`src/rtl/data_mem_arbiter.sv`:
```
// Purpose : round-robin arbiter sharing one single-port data memory between two Avalon-MM masters,
//           with bounded lock for atomic RMW, out-of-range protection and a sticky error flag.
// Latency : grant is combinational from registered state; read data returns exactly 1 cycle after acceptance.
// Backpressure: a master that is not granted (or idle) sees waitrequest=1; a lock owner holds the memory
//           for at most LOCK_MAX consecutive grants before the round-robin pointer decides.
// Ports   : clk/reset_n; per master mN_address/read/write/byteenable/writedata/lock in,
//           mN_waitrequest/readdata/readdatavalid out; mem_* drive the memory slave port,
//           mem_readdata returns from it; err_oor is the sticky out-of-range flag.
module data_mem_arbiter #(
  parameter int ADDR_W   = 9,
  parameter int DATA_W   = 32,
  parameter int DEPTH    = 342,
  parameter int LOCK_MAX = 8
) (
  input  logic                clk,
  input  logic                reset_n,
  input  logic [ADDR_W-1:0]   m0_address,
  input  logic                m0_read,
  input  logic                m0_write,
  input  logic [DATA_W/8-1:0] m0_byteenable,
  input  logic [DATA_W-1:0]   m0_writedata,
  input  logic                m0_lock,
  output logic                m0_waitrequest,
  output logic [DATA_W-1:0]   m0_readdata,
  output logic                m0_readdatavalid,
  input  logic [ADDR_W-1:0]   m1_address,
  input  logic                m1_read,
  input  logic                m1_write,
  input  logic [DATA_W/8-1:0] m1_byteenable,
  input  logic [DATA_W-1:0]   m1_writedata,
  input  logic                m1_lock,
  output logic                m1_waitrequest,
  output logic [DATA_W-1:0]   m1_readdata,
  output logic                m1_readdatavalid,
  output logic [ADDR_W-1:0]   mem_address,
  output logic [DATA_W/8-1:0] mem_byteenable,
  output logic [DATA_W-1:0]   mem_writedata,
  output logic                mem_chipselect,
  output logic                mem_write,
  output logic                mem_clken,
  input  logic [DATA_W-1:0]   mem_readdata,
  output logic                err_oor
);

  localparam int CNT_W = $clog2(LOCK_MAX + 1);
  localparam logic [CNT_W-1:0] LOCK_MAX_C = CNT_W'(LOCK_MAX);
  // One extra bit so DEPTH == 2**ADDR_W does not truncate to zero.
  localparam logic [ADDR_W:0]  DEPTH_C    = (ADDR_W + 1)'(DEPTH);

  logic             prio_q, prio_d;
  logic             lock_vld_q, lock_vld_d;
  logic             lock_owner_q, lock_owner_d;
  logic [CNT_W-1:0] lock_cnt_q, lock_cnt_d;
  logic             rd_vld_q, rd_vld_d;
  logic             rd_owner_q, rd_owner_d;
  logic             rd_oor_q, rd_oor_d;
  logic             err_q, err_d;

  logic m0_req, m1_req, owner_req, lock_hit, gnt_vld, gnt_sel, sel_m1;
  logic [ADDR_W-1:0] g_addr;
  logic g_read, g_write, g_lock, g_oor;

  assign m0_req    = m0_read | m0_write;
  assign m1_req    = m1_read | m1_write;
  assign owner_req = lock_owner_q ? m1_req : m0_req;
  assign lock_hit  = lock_vld_q & owner_req & (lock_cnt_q < LOCK_MAX_C);
  // Holding reset_n in the grant keeps both waitrequests high throughout reset.
  assign gnt_vld   = reset_n & (m0_req | m1_req);
  assign gnt_sel   = lock_hit ? lock_owner_q : ((m0_req & m1_req) ? prio_q : m1_req);
  // With no grant the memory bus shows master-0 values.
  assign sel_m1    = gnt_vld & gnt_sel;

  assign g_addr  = sel_m1 ? m1_address : m0_address;
  assign g_read  = sel_m1 ? m1_read    : m0_read;
  assign g_write = sel_m1 ? m1_write   : m0_write;
  assign g_lock  = sel_m1 ? m1_lock    : m0_lock;
  assign g_oor   = {1'b0, g_addr} >= DEPTH_C;

  assign mem_address    = g_addr;
  assign mem_byteenable = sel_m1 ? m1_byteenable : m0_byteenable;
  assign mem_writedata  = sel_m1 ? m1_writedata  : m0_writedata;
  // An out-of-range write is swallowed entirely; an out-of-range read still strobes
  // the memory but its data is replaced by zero on return.
  assign mem_chipselect = gnt_vld & ~(g_write & g_oor);
  assign mem_write      = gnt_vld & g_write & ~g_oor;
  assign mem_clken      = 1'b1;

  assign m0_waitrequest = ~(gnt_vld & ~gnt_sel);
  assign m1_waitrequest = ~(gnt_vld &  gnt_sel);

  assign m0_readdatavalid = rd_vld_q & ~rd_owner_q;
  assign m1_readdatavalid = rd_vld_q &  rd_owner_q;
  assign m0_readdata      = rd_oor_q ? '0 : mem_readdata;
  assign m1_readdata      = rd_oor_q ? '0 : mem_readdata;
  assign err_oor          = err_q;

  always_comb begin
    prio_d       = prio_q;
    lock_vld_d   = lock_vld_q;
    lock_owner_d = lock_owner_q;
    lock_cnt_d   = lock_cnt_q;
    rd_vld_d     = 1'b0;
    rd_owner_d   = rd_owner_q;
    rd_oor_d     = rd_oor_q;
    err_d        = err_q;

    // Owner dropping its request gives the lock up; an acceptance below overrides this.
    if (lock_vld_q && !owner_req) begin
      lock_vld_d = 1'b0;
      lock_cnt_d = '0;
    end

    if (gnt_vld) begin
      prio_d = ~gnt_sel;
      if (g_lock) begin
        lock_vld_d   = 1'b1;
        lock_owner_d = gnt_sel;
        if (lock_vld_q && (lock_owner_q == gnt_sel)) begin
          // Saturate: any count >= LOCK_MAX behaves identically in arbitration.
          lock_cnt_d = (lock_cnt_q == LOCK_MAX_C) ? lock_cnt_q : lock_cnt_q + CNT_W'(1);
        end else begin
          lock_cnt_d = CNT_W'(1);
        end
      end else begin
        lock_vld_d = 1'b0;
        lock_cnt_d = '0;
      end
      if (g_read) begin
        rd_vld_d   = 1'b1;
        rd_owner_d = gnt_sel;
        rd_oor_d   = g_oor;
      end
      if (g_oor) err_d = 1'b1;
    end
  end

  always_ff @(posedge clk or negedge reset_n) begin
    if (!reset_n) begin
      prio_q       <= 1'b0;
      lock_vld_q   <= 1'b0;
      lock_owner_q <= 1'b0;
      lock_cnt_q   <= '0;
      rd_vld_q     <= 1'b0;
      rd_owner_q   <= 1'b0;
      rd_oor_q     <= 1'b0;
      err_q        <= 1'b0;
    end else begin
      prio_q       <= prio_d;
      lock_vld_q   <= lock_vld_d;
      lock_owner_q <= lock_owner_d;
      lock_cnt_q   <= lock_cnt_d;
      rd_vld_q     <= rd_vld_d;
      rd_owner_q   <= rd_owner_d;
      rd_oor_q     <= rd_oor_d;
      err_q        <= err_d;
    end
  end

endmodule
```
`config.mk`:
```
export PLATFORM = sky130hd
export DESIGN_NAME = data_mem_arbiter
export DESIGN_NICKNAME = d
export VERILOG_FILES = /design/src/rtl/data_mem_arbiter.sv
export SDC_FILE = /design/constraint.sdc
export NUM_CORES = 1
export LEC_CHECK = 0
export CAP_MARGIN = 20
export CORE_AREA = 3 3 94 96
export DETAILED_ROUTE_END_ITERATION = 8
export DIE_AREA = 0 0 97 99
export PLACE_DENSITY = 0.79
export SLEW_MARGIN = 20
export SYNTH_ARGS = -nofsm -noshare
export SYNTH_HDL_FRONTEND = slang
export SYNTH_SLANG_ARGS = --single-unit
export TNS_END_PERCENT = 100
```
`constraint.sdc`:
```
create_clock -name clk -period 3.7 [get_ports clk]
set_input_delay 0.74 -clock clk [delete_from_list [all_inputs] [get_ports clk]]
set_output_delay 0.74 -clock clk [all_outputs]
set_load 0.02 [all_outputs]
```
### After elaboration in Yosys (flattened, before gate mapping)

Index checks and enable logic that the tools add are counted.
W data, S select, Z words.

| cells by class | value |
|---|---|
| multiplexer cells | 20 |
| multiply operators | 0 |
| add/sub/neg operators | 1 |
| bitwise logic cells | 21 |
| shift operators | 0 |
| divide/modulo/power cells | 0 |
| equality and inequality tests | 3 |
| magnitude comparators | 2 |
| reductions and logical operators | 8 |

Operators with widths:

| cell | number |
|---|---|
| $mux W32 | 2 |
| $mux W4 | 6 |
| $and A1 B1 Y1 | 12 |
| $mux W1 | 11 |
| $ge A9 B9 Y1 const B | 1 |
| $mux W9 | 1 |
| $reduce_and A2 Y1 | 4 |
| $not A1 Y1 | 6 |
| $add A4 B1 Y4 const B | 1 |
| $eq A4 B4 Y1 const B | 1 |
| $lt A4 B4 Y1 const B | 1 |
| $ne A4 B4 Y1 const B | 1 |
| $or A1 B1 Y1 | 3 |
| $logic_and A1 B1 Y1 | 2 |
| $reduce_bool A2 Y1 | 1 |
| $eq A1 B1 Y1 | 1 |
| $logic_not A1 Y1 | 1 |

| word-level totals | value |
|---|---|
| bits in read-only memories | 0 |
| memories | 0 |
| word-level logic and storage cells | 63 |
| register bits | 11 |
| bits in latches | 0 |
| bits in writable memories | 0 |
| output and inout port bits | 117 |

### Longest topological paths before layout

| depth | value |
|---|---|
| depth in word-level cells | 11 |
| depth in mapped cells | 7 |
| mapped depth without buffers | 6 |

### Least setup slack after synthesis

No wires, ideal clock.

| timing path | value |
|---|---|
| kind | input port to output port |
| start point | input port m0_read |
| end point | output port mem_write |
| cell stages on the path | 7 |
| required time | 2.960 ns |
| slack | 0.811 ns |
| data arrival time | 2.149 ns |
| path through | buf_2 or2_1 clkbuf_1 a21oi_4 buf_6 mux2i_1 nor3_1 |

| between the ends | value |
|---|---|
| longest elaborated chain between the ends | 10 |
| elaborated cells between the ends (all ways) | 16 |

RTL lines:

| element | RTL line | text |
|---|---|---|
| from (decl) | 18 | `input logic m0_read,` |
| $or A1 B1 Y1 (*) | 63 | `assign m0_req = m0_read \| m0_write;` |
| $mux W1 | 65 | `assign owner_req = lock_owner_q ? m1_req : m0_req;` |
| $and A1 B1 Y1 (2 in a row) | 66 | `assign lock_hit = lock_vld_q & owner_req & (lock_cnt_q < LOCK_MAX_C);` |
| $mux W1 | 69 | `assign gnt_sel = lock_hit ? lock_owner_q : ((m0_req & m1_req) ? prio_q : m1_req);` |
| $and A1 B1 Y1 | 71 | `assign sel_m1 = gnt_vld & gnt_sel;` |
| $mux W9 | 73 | `assign g_addr = sel_m1 ? m1_address : m0_address;` |
| $ge A9 B9 Y1 | 77 | `assign g_oor = {1'b0, g_addr} >= DEPTH_C;` |
| $not A1 Y1 | 85 | `assign mem_write = gnt_vld & g_write & ~g_oor;` |
| $and A1 B1 Y1 (*) | 85 |  |
| to (decl) | 39 | `output logic mem_write,` |

Every way passes the cells marked *; elsewhere a longest branch is shown, timed or not.

### Worst setup path after layout

| timing path | value |
|---|---|
| start point | input port m1_read |
| end point | output port mem_writedata[17] |

| between the ends | value |
|---|---|
| longest elaborated chain between the ends | 7 |
| elaborated cells between the ends (all ways) | 11 |

RTL lines:

| element | RTL line | text |
|---|---|---|
| from (decl) | 27 | `input logic m1_read,` |
| $or A1 B1 Y1 (*) | 64 | `assign m1_req = m1_read \| m1_write;` |
| $mux W1 | 65 |  |
| $and A1 B1 Y1 (2 in a row) | 66 |  |
| $mux W1 | 69 |  |
| $and A1 B1 Y1 (*) | 71 |  |
| $mux W32 (*) | 81 | `assign mem_writedata = sel_m1 ? m1_writedata : m0_writedata;` |
| to (decl) | 37 | `output logic [DATA_W-1:0] mem_writedata,` |

Marked as above.

==> results by group <==
Outcome
  • Status: finished clean

Worst setup path
  • Sequence of cells on the critical path: clkdlybuf4s50_1 > or2_1 > nand2_1 > a21oi_4 > buf_12 > mux2_2 > clkdlybuf4s50_1
  • Worst setup EP type: output pin
  • Worst Path Required: 2.96 ns
  • Critical path's slowest cell: clkdlybuf4s50_1
  • Crit Path Class: primary input to output pin
  • Worst Setup Start Kind: primary input
  • WP data arrival: 2.89 ns
  • Worst R2R Setup Slack: 1.87 ns
  • Crit-path max FO: 39
  • Most common cell on crit path: clkdlybuf4s50_1
  • Slowest cell delay on critical path: 0.56 ns

Die
  • Core box area: 8134 um^2
  • DIE AREA: 9603 um^2
  • Initial Utilization: 23.35%
  • Ports: 247
  • Die W: 97 um
  • Die height: 99 um
  • # rows: 33

Global route
  • Total gr overflow: 0
  • Via count of the first global-routing pass: 2447
  • Initial antenna violation count: 0
  • Largest net degree at the start of global routing: 40
  • Global Route Usage Sum: 17.07%
  • First-pass GRT wire length: 13250 um

Synthesis
  • Post-synthesis cell area: 1899 um^2
  • Syn avg cell area: 8.633 um^2
  • Synth area leader: mux2_2
  • Synth Instances: 220
  • Unique masters post-synth: 44
  • Synth Flop Type: dfrtp_1
  • Post-synthesis sequential area ratio: 14.49%
  • Largest cells by area after synthesis: mux2_2 (27%), dfrtp_1 (14%), buf_4 (13%), nor2b_1 (11%), a21oi_1 (2.6%)
  • Register bit count reported by yosys: 11
  • Number of enable flip-flop cells after synthesis: 0
  • Asr flop ratio synth: 100.0%
  • Syn_nets: 352
  • Warnings, synthesis: 0
  • Synth top area share: 27.27%

CTS
  • Clk sink count: 11
  • CTS tree: yes
  • Cell at the root of the clock tree: clkbuf_8
  • Total CTS buffers: 3
  • # hold bufs at CTS: 0
  • Longest Clk Path Bufs: 2
  • Clock Pin Slew Worst Setup and Hold Paths: 0.06 ns
  • Post-CTS setup buffers: 0
  • H-tree lvl count: 1
  • Post-CTS Resized: 0
  • Clk_lat worst skew: 0.24 ns

Timing
  • Clk_skew: 0.005247 ns
  • Peak Freq: 275.3 MHz
  • Final setup violation count: 0
  • Post-route minimum period: 3.632 ns
  • Slew Viols, Final: 0
  • Fin. Hold Viols: 0
  • Tcrit/Tclk final: 98.16%
  • WHS: 0.5006 ns
  • Setup TNS: 0 ns

Power and ir drop
  • Lkg Pwr: 1.863 nW
  • Worst VDD drop: 0.0002149 V
  • PwrDens: 398.1 nW/um^2

Detailed routing
  • DR pass1 iterations: 4
  • Via-per-instance ratio: 4.479
  • DRT antenna net count: 0
  • Via Count: 2414
  • Starting DRT DRC Count: 81
  • Routed wire length per instance: 16.60 um
  • Residual DRC: 0
  • Routed WL: 8945 um

Place
  • IO Port Bufs: 245
  • RD Place Congestion: 0.8426
  • Dpl hpwl: 7787 um
  • Post-Place Cell Area: 4259 um^2

Final layout
  • Ant. Diodes: 0
  • Final nets: 567
  • Fin util: 53.67%
  • Share of cells above drive strength 1: 15.67%
  • Final Cell Area: 4365 um^2
  • Most common cell after layout, fill and taps aside: clkdlybuf4s50_1
  • Most frequent cells in the layout: clkdlybuf4s50_1 (221), mux2_2 (46), nor2b_1 (33)
  • Area Overhead vs Synth: 129.8%

Flow run
  • Max-Cap Viols: 0

Worst hold path
  • Min-Delay Path Class: register to register
final cells by class:
class / count / area, um^2
multi-input combinational: 157 / 1282
sequential: 11 / 275.3
inverter: 6 / 22.52
clock inverter: 1 / 5.005
clock buffer: 3 / 41.29
fill: 721 / 3769
tap: 105 / 131.4
timing repair buffer: 256 / 2608
through the flow:
stage | setup WS, ns | power, W | std cells
after detailed placement | 0.05226 | 0.001635 | 535
final | 0.06802 | 0.001738 | 539
after CTS | 0.03445 | 0.001764 | 539
after floorplan | 0.8113 | 0.001020 | 220
after global routing | -0.004226 | 0.001837 | 539
after global placement | 0.08001 | 0.001617 | 535
registers in the layout, indices dropped and copies added (netlist names):
signal and count:
prio_q 1, err_oor 1, rd_vld_q 1, lock_owner_q 1
lock_vld_q 1, lock_cnt_q 4, rd_oor_q 1, rd_owner_q 1
worst max-delay path, delay by kind of cell:
family / cells / cell delay, ns
AO/OA/AOI/OAI: 1 / 0.20
buffers and inverters: 3 / 1.29
multiplexers: 1 / 0.36
AND/OR/NAND/NOR: 2 / 0.27
power breakdown:
part | switching, W | total (W) | internal (W)
registers | 0.0000467 | 0.000198 | 0.000151
logic | 0.000694 | 0.00142 | 0.000724
clock network | 0.0000479 | 0.000122 | 0.0000741
total | 0.000788 | 0.00174 | 0.000949
Yosys cell counts (3+ instances only):
cell / n
clkbuf_1: 5
dfrtp_1: 11
buf_2: 6
o21ai_0: 5
inv_1: 6
nand2b_1: 3
a21o_1: 4
buf_4: 33
mux2_2: 46
nand3_1: 3
nand2_1: 12
a21oi_1: 10
nor2b_1: 33
metal layers:
layer  vias up  GRT usage, %  routed length (um)
li1       1172             -                   -
met1      1081         20.40                3445
met2       153         30.89                4547
met3         8         5.166                 838
met4         0         2.268                 113
met5         -             0                   0
logic make-up after synthesis:
family          synth area share (%)
other cells                   0.1974
compound gates                 16.07
fa+ha+maj                      1.317
flops                          14.49
buf+inv                        17.98
simple gates                   21.61
mux                            28.33
path summary, 6_finish.rpt:
| path | cells past startpoint | from | to |
|---|---|---|---|
| setup / recovery | 7 | m1_read | mem_writedata[17] |
| hold / removal | 1 | err_oor | err_oor |
| setup reg to reg | 5 | lock_owner_q | rd_oor_q |
| hold reg to reg | 1 | err_oor | err_oor |
| max in group asynchronous | 2 | reset_n | rd_vld_q |
| min in group asynchronous | 2 | reset_n | prio_q |
Power figures use the tool's default switching activity.
